### config.mk
export PLATFORM = sky130hd
export DESIGN_NAME = branch_resolver
export DESIGN_NICKNAME = d
export VERILOG_FILES = /design/src/rtl/branch_pkg.sv /design/src/rtl/branch_compare.sv /design/src/rtl/branch_resolver.sv
export SDC_FILE = /design/constraint.sdc
export NUM_CORES = 1
export LEC_CHECK = 0
export BUFFER_PORTS_ARGS = -buffer_cell sky130_fd_sc_hd__buf_2
export CELL_PAD_IN_SITES_DETAIL_PLACEMENT = 0
export CELL_PAD_IN_SITES_GLOBAL_PLACEMENT = 1
export CORE_MARGIN = 2
export CORE_UTILIZATION = 45
export CTS_BUF_LIST = sky130_fd_sc_hd__clkbuf_16
export CTS_CLUSTER_DIAMETER = 50
export DETAILED_ROUTE_END_ITERATION = 7
export PLACE_DENSITY = 0.86
export SYNTH_ARGS = -nofsm -noshare
export SYNTH_HDL_FRONTEND = slang
export SYNTH_SLANG_ARGS = --single-unit
### constraint.sdc
create_clock -name clk -period 4 [get_ports clk]
set_input_delay 0.2 -clock clk [delete_from_list [all_inputs] [get_ports clk]]
set_output_delay 0.2 -clock clk [all_outputs]
set_load 0.05 [all_outputs]
### src/rtl/branch_pkg.sv
// Shared encodings for the branch resolver: funct3 codes, FSM states, flush counter width.
package branch_pkg;

    localparam logic [2:0] F3_BEQ  = 3'b000;
    localparam logic [2:0] F3_BNE  = 3'b001;
    localparam logic [2:0] F3_BLT  = 3'b100;
    localparam logic [2:0] F3_BGE  = 3'b101;
    localparam logic [2:0] F3_BLTU = 3'b110;
    localparam logic [2:0] F3_BGEU = 3'b111;

    localparam int FLUSH_CNT_W = 4;

    typedef enum logic [1:0] {
        ST_IDLE  = 2'd0,
        ST_EVAL  = 2'd1,
        ST_FLUSH = 2'd2
    } state_t;

endpackage

### src/rtl/branch_compare.sv
// Combinational funct3 condition evaluation; funct3 010/011 flag illegal and force cond low.
module branch_compare
    import branch_pkg::*;
#(
    parameter int XLEN = 32
) (
    input  logic [2:0]      funct3,
    input  logic [XLEN-1:0] a,
    input  logic [XLEN-1:0] b,
    output logic            cond,
    output logic            illegal
);

    always_comb begin
        cond    = 1'b0;
        illegal = 1'b0;
        case (funct3)
            F3_BEQ:  cond = (a == b);
            F3_BNE:  cond = (a != b);
            F3_BLT:  cond = ($signed(a) <  $signed(b));
            F3_BGE:  cond = ($signed(a) >= $signed(b));
            F3_BLTU: cond = (a <  b);
            F3_BGEU: cond = (a >= b);
            default: illegal = 1'b1;
        endcase
    end

endmodule

### src/rtl/branch_resolver.sv
// Sequential branch resolver: accept in IDLE, registered response one cycle later, FLUSH_CYCLES flush on taken.
// ReqReady is low outside IDLE; optional statistics counters under BRANCH_STATS_EN.
module branch_resolver
    import branch_pkg::*;
#(
    parameter int XLEN         = 32,
    parameter int FLUSH_CYCLES = 2
) (
    input  logic            clk,
    input  logic            rst_n,
    input  logic            ReqValid,
    output logic            ReqReady,
    input  logic [2:0]      funct3,
    input  logic [XLEN-1:0] Rs1Data,
    input  logic [XLEN-1:0] Rs2Data,
    input  logic [XLEN-1:0] PC,
    input  logic [XLEN-1:0] Imm,
    output logic            RespValid,
    output logic            Taken,
    output logic [XLEN-1:0] Target,
    output logic            Illegal,
    output logic            Misaligned,
    output logic            Flush,
    output logic [31:0]     TakenCount,
    output logic [31:0]     BranchCount
);

    state_t                 state, state_nxt;
    logic [2:0]             f3_q;
    logic [XLEN-1:0]        rs1_q, rs2_q, pc_q, imm_q;
    logic [FLUSH_CNT_W-1:0] flush_cnt;

    logic                   cond, illegal_c, misal_c, taken_c;
    logic [XLEN-1:0]        target_c;

    branch_compare #(.XLEN(XLEN)) u_cmp (
        .funct3  (f3_q),
        .a       (rs1_q),
        .b       (rs2_q),
        .cond    (cond),
        .illegal (illegal_c)
    );

    assign target_c = pc_q + imm_q;
    assign misal_c  = cond & (target_c[1:0] != 2'b00);
    assign taken_c  = cond & ~misal_c;

    assign ReqReady = (state == ST_IDLE);
    assign Flush    = (state == ST_FLUSH);

    always_ff @(posedge clk or negedge rst_n) begin
        if (!rst_n) state <= ST_IDLE;
        else        state <= state_nxt;
    end

    always_comb begin
        state_nxt = state;
        case (state)
            ST_IDLE:  if (ReqValid) state_nxt = ST_EVAL;
            ST_EVAL:  state_nxt = taken_c ? ST_FLUSH : ST_IDLE;
            ST_FLUSH: if (flush_cnt == '0) state_nxt = ST_IDLE;
            default:  state_nxt = ST_IDLE;
        endcase
    end

    // Operands are captured only at accept so later input changes cannot leak into the result.
    always_ff @(posedge clk or negedge rst_n) begin
        if (!rst_n) begin
            f3_q  <= 3'b000;
            rs1_q <= '0;
            rs2_q <= '0;
            pc_q  <= '0;
            imm_q <= '0;
        end else if (state == ST_IDLE && ReqValid) begin
            f3_q  <= funct3;
            rs1_q <= Rs1Data;
            rs2_q <= Rs2Data;
            pc_q  <= PC;
            imm_q <= Imm;
        end
    end

    always_ff @(posedge clk or negedge rst_n) begin
        if (!rst_n) begin
            RespValid  <= 1'b0;
            Taken      <= 1'b0;
            Target     <= '0;
            Illegal    <= 1'b0;
            Misaligned <= 1'b0;
            flush_cnt  <= '0;
        end else begin
            RespValid <= (state == ST_EVAL);
            if (state == ST_EVAL) begin
                Taken      <= taken_c;
                Target     <= target_c;
                Illegal    <= illegal_c;
                Misaligned <= misal_c;
                flush_cnt  <= FLUSH_CNT_W'(FLUSH_CYCLES - 1);
            end else if (state == ST_FLUSH && flush_cnt != '0) begin
                flush_cnt <= flush_cnt - 1'b1;
            end
        end
    end

`ifdef BRANCH_STATS_EN
    logic [31:0] branch_cnt, taken_cnt;

    // Counted on the edge that launches the response, so counts line up with RespValid.
    always_ff @(posedge clk or negedge rst_n) begin
        if (!rst_n) begin
            branch_cnt <= '0;
            taken_cnt  <= '0;
        end else if (state == ST_EVAL) begin
            branch_cnt <= branch_cnt + 32'd1;
            if (taken_c) taken_cnt <= taken_cnt + 32'd1;
        end
    end

    assign BranchCount = branch_cnt;
    assign TakenCount  = taken_cnt;
`else
    assign BranchCount = 32'd0;
    assign TakenCount  = 32'd0;
`endif

endmodule

; ---- Word-level counts from Yosys, hierarchy flattened
; Cells that the tools add are included.
[word_totals]
in_bits = 134
elab_cells = 50
out_inout_bits = 102
register_bits = 173
[op_classes]
n_lt_le_gt_ge = 4
n_addsub = 2
bitwise_logic = 3
n_mux = 8
n_eq_ne = 11
n_reduce_logical = 10
[op_table]
columns = operator, n
row1 = $ge A32 B32 Y1, 2
row2 = $lt A32 B32 Y1, 2
row3 = $add A32 B32 Y32, 1
row4 = $eq A32 B32 Y1, 1
row5 = $ne A32 B32 Y1, 1
row6 = $eq A3 B3 Y1 const B, 4
row7 = $mux W4, 2
row8 = $mux W2, 3
row9 = $pmux W1 S6, 1
row10 = $pmux W2 S3, 1
row11 = $reduce_or A6 Y1, 1
row12 = $logic_not A4 Y1, 1
row13 = $reduce_bool A2 Y1, 2
row14 = $reduce_bool A4 Y1, 1
row15 = $sub A4 B1 Y4 const B, 1
row16 = $eq A3 B1 Y1 const B, 1
row17 = $logic_not A3 Y1, 1
row18 = $and A1 B1 Y1, 2
row19 = $eq A2 B1 Y1 const B, 1
row20 = $eq A2 B2 Y1 const B, 1
row21 = $logic_and A1 B1 Y1, 2
row22 = $logic_not A2 Y1, 1
row23 = $ne A2 B1 Y1 const B, 1
row24 = $ne A2 B2 Y1 const B, 1
row25 = 3 further kinds, 3

; ---- Logic depth before layout (Yosys ltp)
; Gate-level depths: netlist (run 1).
[depth]
ltp_word = 7
ltp_mapped = 12
mapped_depth_nobuf = 12

; ---- Modules after synthesis
; A second synthesis (run 1) with hierarchy kept.
[hier_totals]
cells_unflattened = 871
hier_area_um2 = 9596.7
[modules_own_cells]
columns = mod, cells_per_inst, seq_area_each_um2, area_per_inst_um2, instances
row1 = branch_resolver, 742, 4329.2, 8667.1, 1
row2 = branch_compare, 129, 0.0, 929.6, 1

; ---- Least setup slack after synthesis (run 1)
; Ideal clock, no wire load.
[synth_timing]
kind = register -> register
startpoint = reg state[0]
endpoint = reg f3_q[0]
n_path_buf = 3
period_less_slack_ns = 2.544
stages_incl_launch_ff = 7
setup_ns = 0.125
setup_slack_ns = 1.456
arrival_ns = 2.419
required_ns = 3.875
path_cell_list = dfrtp_1 > nor2_1 > and2_1 > clkbuf_1 > clkbuf_1 > clkbuf_1 > mux2_2
[synth_between]
elab_chain_len = 2
[synth_rtl]
columns = element, line
row1 = "start, declared", branch_resolver.sv:28  ; state_t state, state_nxt;
row2 = "start signal, assigned", branch_resolver.sv:53  ; else state <= state_nxt;
row3 = $logic_not A2 Y1, n/a
row4 = via ReqReady, branch_resolver.sv:12  ; output logic ReqReady,
row5 = $logic_and A1 B1 Y1, branch_resolver.sv:74  ; end else if (state == ST_IDLE && ReqValid) begin
row6 = "end signal, assigned", branch_resolver.sv:75  ; f3_q <= funct3;
row7 = "end, declared", branch_resolver.sv:29  ; logic [2:0] f3_q;
; The timed path passes the listed nets, and every way through them passes these cells.
; A chain may end at the register's enable or synchronous reset.

; ---- Worst setup path after layout (run 1)
[layout_timing]
startpoint = reg pc_q[8]
endpoint = reg Target[31]
[layout_between]
elab_chain_len = 1
[layout_rtl]
columns = element, line
row1 = "start, declared", branch_resolver.sv:30  ; logic [XLEN-1:0] rs1_q, rs2_q, pc_q, imm_q;
row2 = "start signal, assigned", branch_resolver.sv:72  ; pc_q <= '0;
row3 = "start signal, assigned", branch_resolver.sv:78  ; pc_q <= PC;
row4 = $add A32 B32 Y32, branch_resolver.sv:44  ; assign target_c = pc_q + imm_q;
row5 = "end signal, assigned", branch_resolver.sv:95  ; Target <= target_c;
row6 = "end, declared", branch_resolver.sv:20  ; output logic [XLEN-1:0] Target,
; No other way between the ends.

==> results of run 1 <==
[state kept, by name (all words and copies together), names as in the netlist]
register	cells
Target	32
imm_q	32
pc_q	32
rs1_q	32
rs2_q	32
flush_cnt	4
f3_q	3
state	2
Illegal	1
Misaligned	1
RespValid	1
Taken	1
[per-stage QoR]
step	hold slack, ns	instance area, µm²
2_1_floorplan	-0.0956	9460
3_3_place_gp	0.372	10100
3_5_place_dp	0.378	10100
4_1_cts	0.0000403	11200
5_1_grt	0.00138	11400
6_report	0.0107	11400
[power groups by stage]
| stage | Clock, mW | Sequential, mW | Combinational [mW] |
|---|---|---|---|
| finish | 1.60 | 3.08 | 5.57 |
| global route | 1.72 | 3.19 | 6.23 |
| CTS | 1.64 | 3.08 | 5.57 |
| detailed placement | 0 | 3.11 | 5.49 |
| global placement | 0 | 3.07 | 5.45 |
| floorplan | 0 | 3.59 | 3.82 |
[cells by family (layout without fill, tap and decap cells)]
logic type      after synthesis  count (layout)  synth area share (%)
simple gates                174             174                  8.83
xor+xnor                     24              24                  2.28
other cells                   1              65                0.0407
mux                         100             100                  12.2
compound gates              186             186                  12.2
buf+inv                     138             326                  8.47
flops                       173             173                  47.0
fa+ha+maj                    66              66                  9.04
[area by class of cell]
type                            count  area (µm²)  area share, %
Clock buffer                       17         425           3.73
Tap cell                          270         338           2.96
Clock inverter                     14         130           1.14
Antenna cell                        1        2.50         0.0219
Inverter                           46         173           1.51
Multi-Input combinational cell    614        4350           38.1
Timing Repair Buffer              249        1670           14.6
Sequential cell                   173        4330           37.9
[metal layers]
layer  vias up  wire [µm]  global-route usage [%]
li1       3350          -                       -
met1      3231       9340                    25.2
met2       171       9770                    31.4
met3        21        783                    3.66
met4         0        323                    5.48
met5         -          0                       0
[layout by cell type (no fill, tap or decap), drive strengths merged, types with 5 or more instances in the layout]
cell and instances:
a21o 20, a21oi 44, clkbuf 17, mux2 96, dlygate4sd3 74, nand2b 5, or3 5, inv 49
ha 65, xor2 12, o21bai 6, o21ai 80, nor3b 8, xnor2 12, clkinv 7, conb 64
nand3 10, nor2 23, buf 175, nand4 8, dfrtp 173, nor3 7, nand2 90, nor2b 5
[critical path, delay by kind of cell (launching register included)]
kind | cells | cell delay, ns
compound gates | 8 | 1.81
xor+xnor | 1 | 0.13
flops | 1 | 0.38
fa+ha+maj | 1 | 0.35
[how the worst max path moves through the flow]
stage / endpoint / slack [ns] / depth (start not counted)
after floorplan: f3_q[0] / 1.46 / 6
after global placement: Target[31] / 1.24 / 10
after detailed placement: Target[31] / 1.19 / 10
after CTS: Target[31] / 1.18 / 10
after global routing: Target[28] / 0.94 / 12
final: Target[31] / 1.18 / 10
[repair_timing]
item / 4_1_cts / 5_1_grt
endpoints found under the hold margin: 152 / 20
gates resized for setup: 0 / 0
hold buffers: 54 / 20
buffers inserted: 0 / 0
==> out/qor.csv, run 1 <==
stage,metric,value,unit
run_status,status,"complete, no violations",
critical_path,critical_path.slowest_cell,o311ai_2,
clocking,numCtsBuffers,17,
global_route,groute.usage.overall,18.9,%
power,pwr-share-comb,54.4,%
critical_path,r2r-end,Target[31],
critical_path,worstSetupPathType,reg2reg,
yosys,synth-async-reset-ratio,100,%
critical_path,worst_setup_path_end_kind,flip-flop,
global_route,grt_pass1_wl,32800,µm
sta,setup_viol,0,
yosys,yosysUniqueCellTypes,56,
power,power_density,897,nW/µm²
layout,final_cells,1384,
yosys,ys.flop_type,dfrtp_1,
critical_path,critPathMaxStageDelay,0.41,ns
yosys,yosys.area.top_type_share,47.0,%
clocking,clock_path_buffers,2,
layout,syn_to_final_growth,23.9,%
routing,via_per_inst,4.89,
critical_path,crit_start,pc_q[8],
yosys,yosysTopAreaCell,dfrtp_1,
layout,drive_above_1_share,27.9,%
critical_path,crit_arrival,3.10,ns
sta,tns,0,ns
critical_path,cp_max_fo,5,
floorplanning,ios,236,
routing,wirelength,20200,µm
min_path,holdPathEnd,rs2_q[9],
floorplanning,dieHeight,147,µm
clocking,cts_max_level,4,
global_route,grt_max_degree,101,
critical_path,r2r_cells,10,
sta,clock_skew,0.0104,ns
sta,rsz0062_at_grt,no,
layout,nFillCells,1790,
placement,gp_congestion,0.787,
job,max_cap_violations,0,
min_path,min_path_cells,3,
placement,dp_slack,1.19,ns
power,p_seq_share,30.0,%
placement,dp_hpwl,14100,µm
clocking,cts_tree,done,
layout,final_core_util,56.6,%
critical_path,startpoint_type,flip-flop,
sta,slew_viol_final,0,
power,power.total,10.2,mW
placement,place_inst,1278,
sta,slew_headroom,36.0,%
yosys,synthTopCellsByArea,"dfrtp_1 47%, mux2_2 12%, ha_1 8.8%, buf_4 5.2%, o21ai_0 4.2%",
floorplanning,core_area,20200,µm²
yosys,synth_common_cells,"173 x dfrtp_1, 96 x mux2_2, 90 x nand2_1",
yosys,syn_area_per_cell,10.7,µm²
routing,vias,6773,
yosys,yosysMostFrequentCell,dfrtp_1,
sta,worst_pin_slew,0.961,ns
critical_path,r2r_slack,1.18,ns
yosys,ys_ff_latch,173,
critical_path,crit_required,4.28,ns
clocking,cts_sinks,173,
power,switching_share,43.4,%
floorplanning,rows,52,
yosys,syn_inst,862,
yosys,yosysWarnings,0,
yosys,synth_enable_flop_cells,0,
floorplanning,dieArea,21700,µm²
power,vdd_ir_drop_max,0.476,mV
min_path,min_path_type,in2reg,
critical_path,path_cells,"ha_1, a21oi_1, o21ai_0, a311o_1, o311ai_2, a21boi_2, a211o_1, a31o_1, xnor2_1, o21ai_1",
sta,hold_violations,0,
floorplanning,die_w,147,µm
layout,final_nets,1301,
global_route,antenna_found_initial,1,
routing,drt_iter0_drc,275,
routing,first_pass_iters,6,
sta,post-route-min-period,2.82,ns
yosys,netlist_area,9220,µm²
power,power_leakage,5.48,nW
power,p_sw,4.45,mW
sta,post-route-period-util,70.5,%
routing,drt_drc_violations_left,0,
routing,antenna_left,0,
power,p_clk_share,15.6,%
yosys,ys_seq_area_share,47.0,%
global_route,grt_pass1_vias,6681,
critical_path,reg2reg_from,pc_q[8],
clocking,clk_latency,0.42,ns
floorplanning,initial_core_util,45.7,%
clocking,cts_root_buffer,clkbuf_16,
sta,fmax,354,MHz
power,p_int,5.80,mW
sta,timing.final.ws_setup,1.18,ns
min_path,min_from,Rs2Data[9],
routing,routedWlPerCell,14.6,µm
placement,io_buffer_count,171,
clocking,clk_pin_slew,0.07,ns
global_route,grt_overflow,0,
No activity file was read; power rests on OpenSTA's default activity.
==> inputs of run 2 (changes only) <==
- CORE_UTILIZATION: 45 -> 37
- PLACE_DENSITY: 0.86 -> 0.75
- clock period: 4 -> 2.5 ns (I/O delays scaled with it)
==> run 2 against run 1 <==
  * The run now ends with negative setup slack left
  * Clock-buffer cell count did not move
  * Non-clock buffer count increased by 112
  * Highest routed layer unchanged
  * Via count rose by 6.6%
  * Global-route usage fell by 2.1 points
  * Hold slack better by 0.24 ns
  * Worst setup slack got worse by 1.3 ns
  * Total power increased by 77%
  * Final cell count grew 12%
  * Largest power group unchanged
  * Critical endpoint unchanged
  * Core utilization is 4.3 points lower
==> out/qor.csv, run 2 (same netlist as run 1, synthesis figures left out) <==
stage,metric,value,unit,change
global_route,grt_pass1_wl,35500,µm,was 32800 µm
critical_path,worstSetupPathType,reg2reg,,unchanged
routing,drt_iter0_drc,257,,was 275
global_route,grtUsageMet2,28.2,%,was 31.4%
clocking,numCtsBuffers,17,,unchanged
floorplanning,ios,236,,unchanged
sta,worst_pin_slew,0.618,ns,was 0.961 ns
routing,wirelength,21700,µm,was 20200 µm
routing,via_per_inst,4.66,,was 4.89
placement,placed_area,10500,µm²,was 10100 µm²
floorplanning,core_area,24400,µm²,was 20200 µm²
sta,fmax,386,MHz,was 354 MHz
sta,post-route-period-util,104,%,was 70.5%
layout,final_area,12800,µm²,was 11400 µm²
global_route,use_met3,2.58,%,was 3.66%
sta,slew_headroom,58.8,%,was 36.0%
clocking,cts_sinks,173,,unchanged
global_route,met1_usage,22.1,%,was 25.2%
critical_path,crit_required,2.80,ns,was 4.28 ns
floorplanning,rows,57,,was 52
floorplanning,die_w,162,µm,was 147 µm
sta,slew_viol_final,0,,unchanged
critical_path,crit_arrival,2.89,ns,was 3.10 ns
clocking,cts_root_buffer,clkbuf_16,,unchanged
global_route,grt_overflow,0,,unchanged
power,power.total,18.2,mW,was 10.2 mW
clocking,clk_latency,0.42,ns,about the same
power,vdd_ir_drop_max,0.771,mV,was 0.476 mV
critical_path,startpoint_type,flip-flop,,unchanged
clocking,clock_path_buffers,2,,unchanged
run_status,violations,negative setup slack,,
power,power_density,1420,nW/µm²,was 897 nW/µm²
floorplanning,dieHeight,162,µm,was 147 µm
routing,drt_drc_violations_left,0,,unchanged
sta,setup_viol,5,,was 0
global_route,busiest_layer,met2,,unchanged
run_status,status,"finished, violations left",,"was complete, no violations"
global_route,antenna_found_initial,1,,unchanged
layout,final_nets,1413,,was 1301
layout,syn_to_final_growth,38.5,%,was 23.9%
layout,layout_common_cells,"173 x dfrtp_1, 170 x buf_2, 132 x dlygate4sd3_1",,"was 173 x dfrtp_1, 170 x buf_2, 96 x mux2_2"
layout,final_core_util,52.3,%,was 56.6%
clocking,cts_tree,done,,unchanged
critical_path,worst_setup_path_end_kind,flip-flop,,unchanged
critical_path,reg2reg_from,pc_q[6],,was pc_q[8]
sta,rsz0062_at_grt,yes,,was no
global_route,groute.usage.overall,16.8,%,was 18.9%
placement,gp_congestion,0.787,,about the same
routing,first_pass_iters,4,,was 6
power,power_leakage,6.02,nW,was 5.48 nW
sta,post-route-min-period,2.59,ns,was 2.82 ns
sta,clock_skew,0.0102,ns,was 0.0104 ns
placement,io_buffer_count,171,,unchanged
job,max_cap_violations,0,,unchanged
critical_path,worstSetupEndpoint,Target[31],,unchanged
layout,nFillCells,2211,,was 1790
layout,drive_above_1_share,33.8,%,was 27.9%
critical_path,r2r_slack,-0.09,ns,was 1.18 ns
sta,hold_violations,0,,unchanged
critical_path,r2r-end,Target[31],,unchanged
clocking,clk_pin_slew,0.07,ns,about the same
floorplanning,initial_core_util,37.8,%,was 45.7%
routing,antenna_left,0,,unchanged
critical_path,r2r_cells,10,,unchanged
global_route,grt_pass1_vias,7212,,was 6681
routing,vias,7223,,was 6773
placement,dp_hpwl,15100,µm,was 14100 µm
floorplanning,dieArea,26200,µm²,was 21700 µm²
layout,final_common_cell,dfrtp_1,,unchanged
global_route,grt_max_degree,105,,was 101
clocking,cts_max_level,4,,unchanged
critical_path,crit_start,pc_q[6],,was pc_q[8]
critical_path,cp_max_fo,3,,was 5
sta,timing.final.ws_setup,-0.0928,ns,was 1.18 ns
routing,routedWlPerCell,14.0,µm,was 14.6 µm
min_path,min_path_type,in2async,,was in2reg
==> run 2: cell count changes in the layout (fill, tap and decap cells not counted), moves of 13 or more <==
cell / delta
a21oi_1: -13
a21oi_2: +13
buf_4: +53
dlygate4sd3_1: +58
==> run 2: cell type report <==
class / count / area [µm²] / share of cell area, %
flip-flops and latches: 173 / 4330 / 33.9
well taps: 324 / 405 / 3.17
repair buffers: 361 / 2670 / 20.9
clock buffers: 17 / 425 / 3.33
clock inverters: 15 / 136 / 1.07
diodes: 1 / 2.50 / 0.0196
multi-input cells: 614 / 4630 / 36.2
inverters: 46 / 173 / 1.35
==> run 2: worst min-delay path by stage <==
| stage | start | endpoint | cells past startpoint |
|---|---|---|---|
| 6_report | rst_n | rs1_q[8] | 2 |
| 4_1_cts | rst_n | rs1_q[8] | 2 |
| 5_1_grt | ReqValid | state[0] | 3 |
| 2_1_floorplan | rst_n | Illegal | 0 |
| 3_3_place_gp | rst_n | rs1_q[8] | 1 |
| 3_5_place_dp | rst_n | rs1_q[8] | 1 |
==> run 2: through the flow <==
stage	hold WS, ns	worst slack (ns)	setup TNS, ns	std cells
after floorplan	-0.171	0.00616	0	925
after global placement	0.142	-0.242	-1.65	1376
after detailed placement	0.149	-0.288	-2.38	1376
after CTS	0.254	-0.100	-0.201	1543
after global routing	0.282	-0.227	-1.85	1550
final	0.249	-0.0928	-0.211	1551
==> run 2: worst max-delay path, cell delays in order, from the launching register on <==
cell and delay [ns]:
dfrtp_1 0.42, ha_4 0.25, a21oi_1 0.15, o21ai_1 0.08
a311o_1 0.41, o311ai_4 0.34, a21boi_2 0.13, a211o_1 0.27
a31o_1 0.21, xnor2_1 0.13, o21ai_1 0.07
==> run 2: what timing repair did <==
action                                  in CTS  in global routing
gates cloned                                 0                  0
endpoints found under the hold margin      192                  0
gates resized for setup                     29                 30
endpoints found under the setup margin      17                 16
pin swaps                                   29                 17
buffers inserted                             3                  7
hold buffers                               132                  0
==> run 2: where the power goes <==
part	switching [mW]	total [mW]	internal [mW]
sequential	0.815	5.00	4.18
clock	1.19	2.58	1.39
combinational	5.78	10.6	4.80
==> run 2: per-layer routing <==
layer | vias to the layer above | routed length, µm
met4 | 0 | 474
met1 | 3455 | 10000
met5 | - | 0
met3 | 28 | 714
li1 | 3586 | -
met2 | 154 | 10400
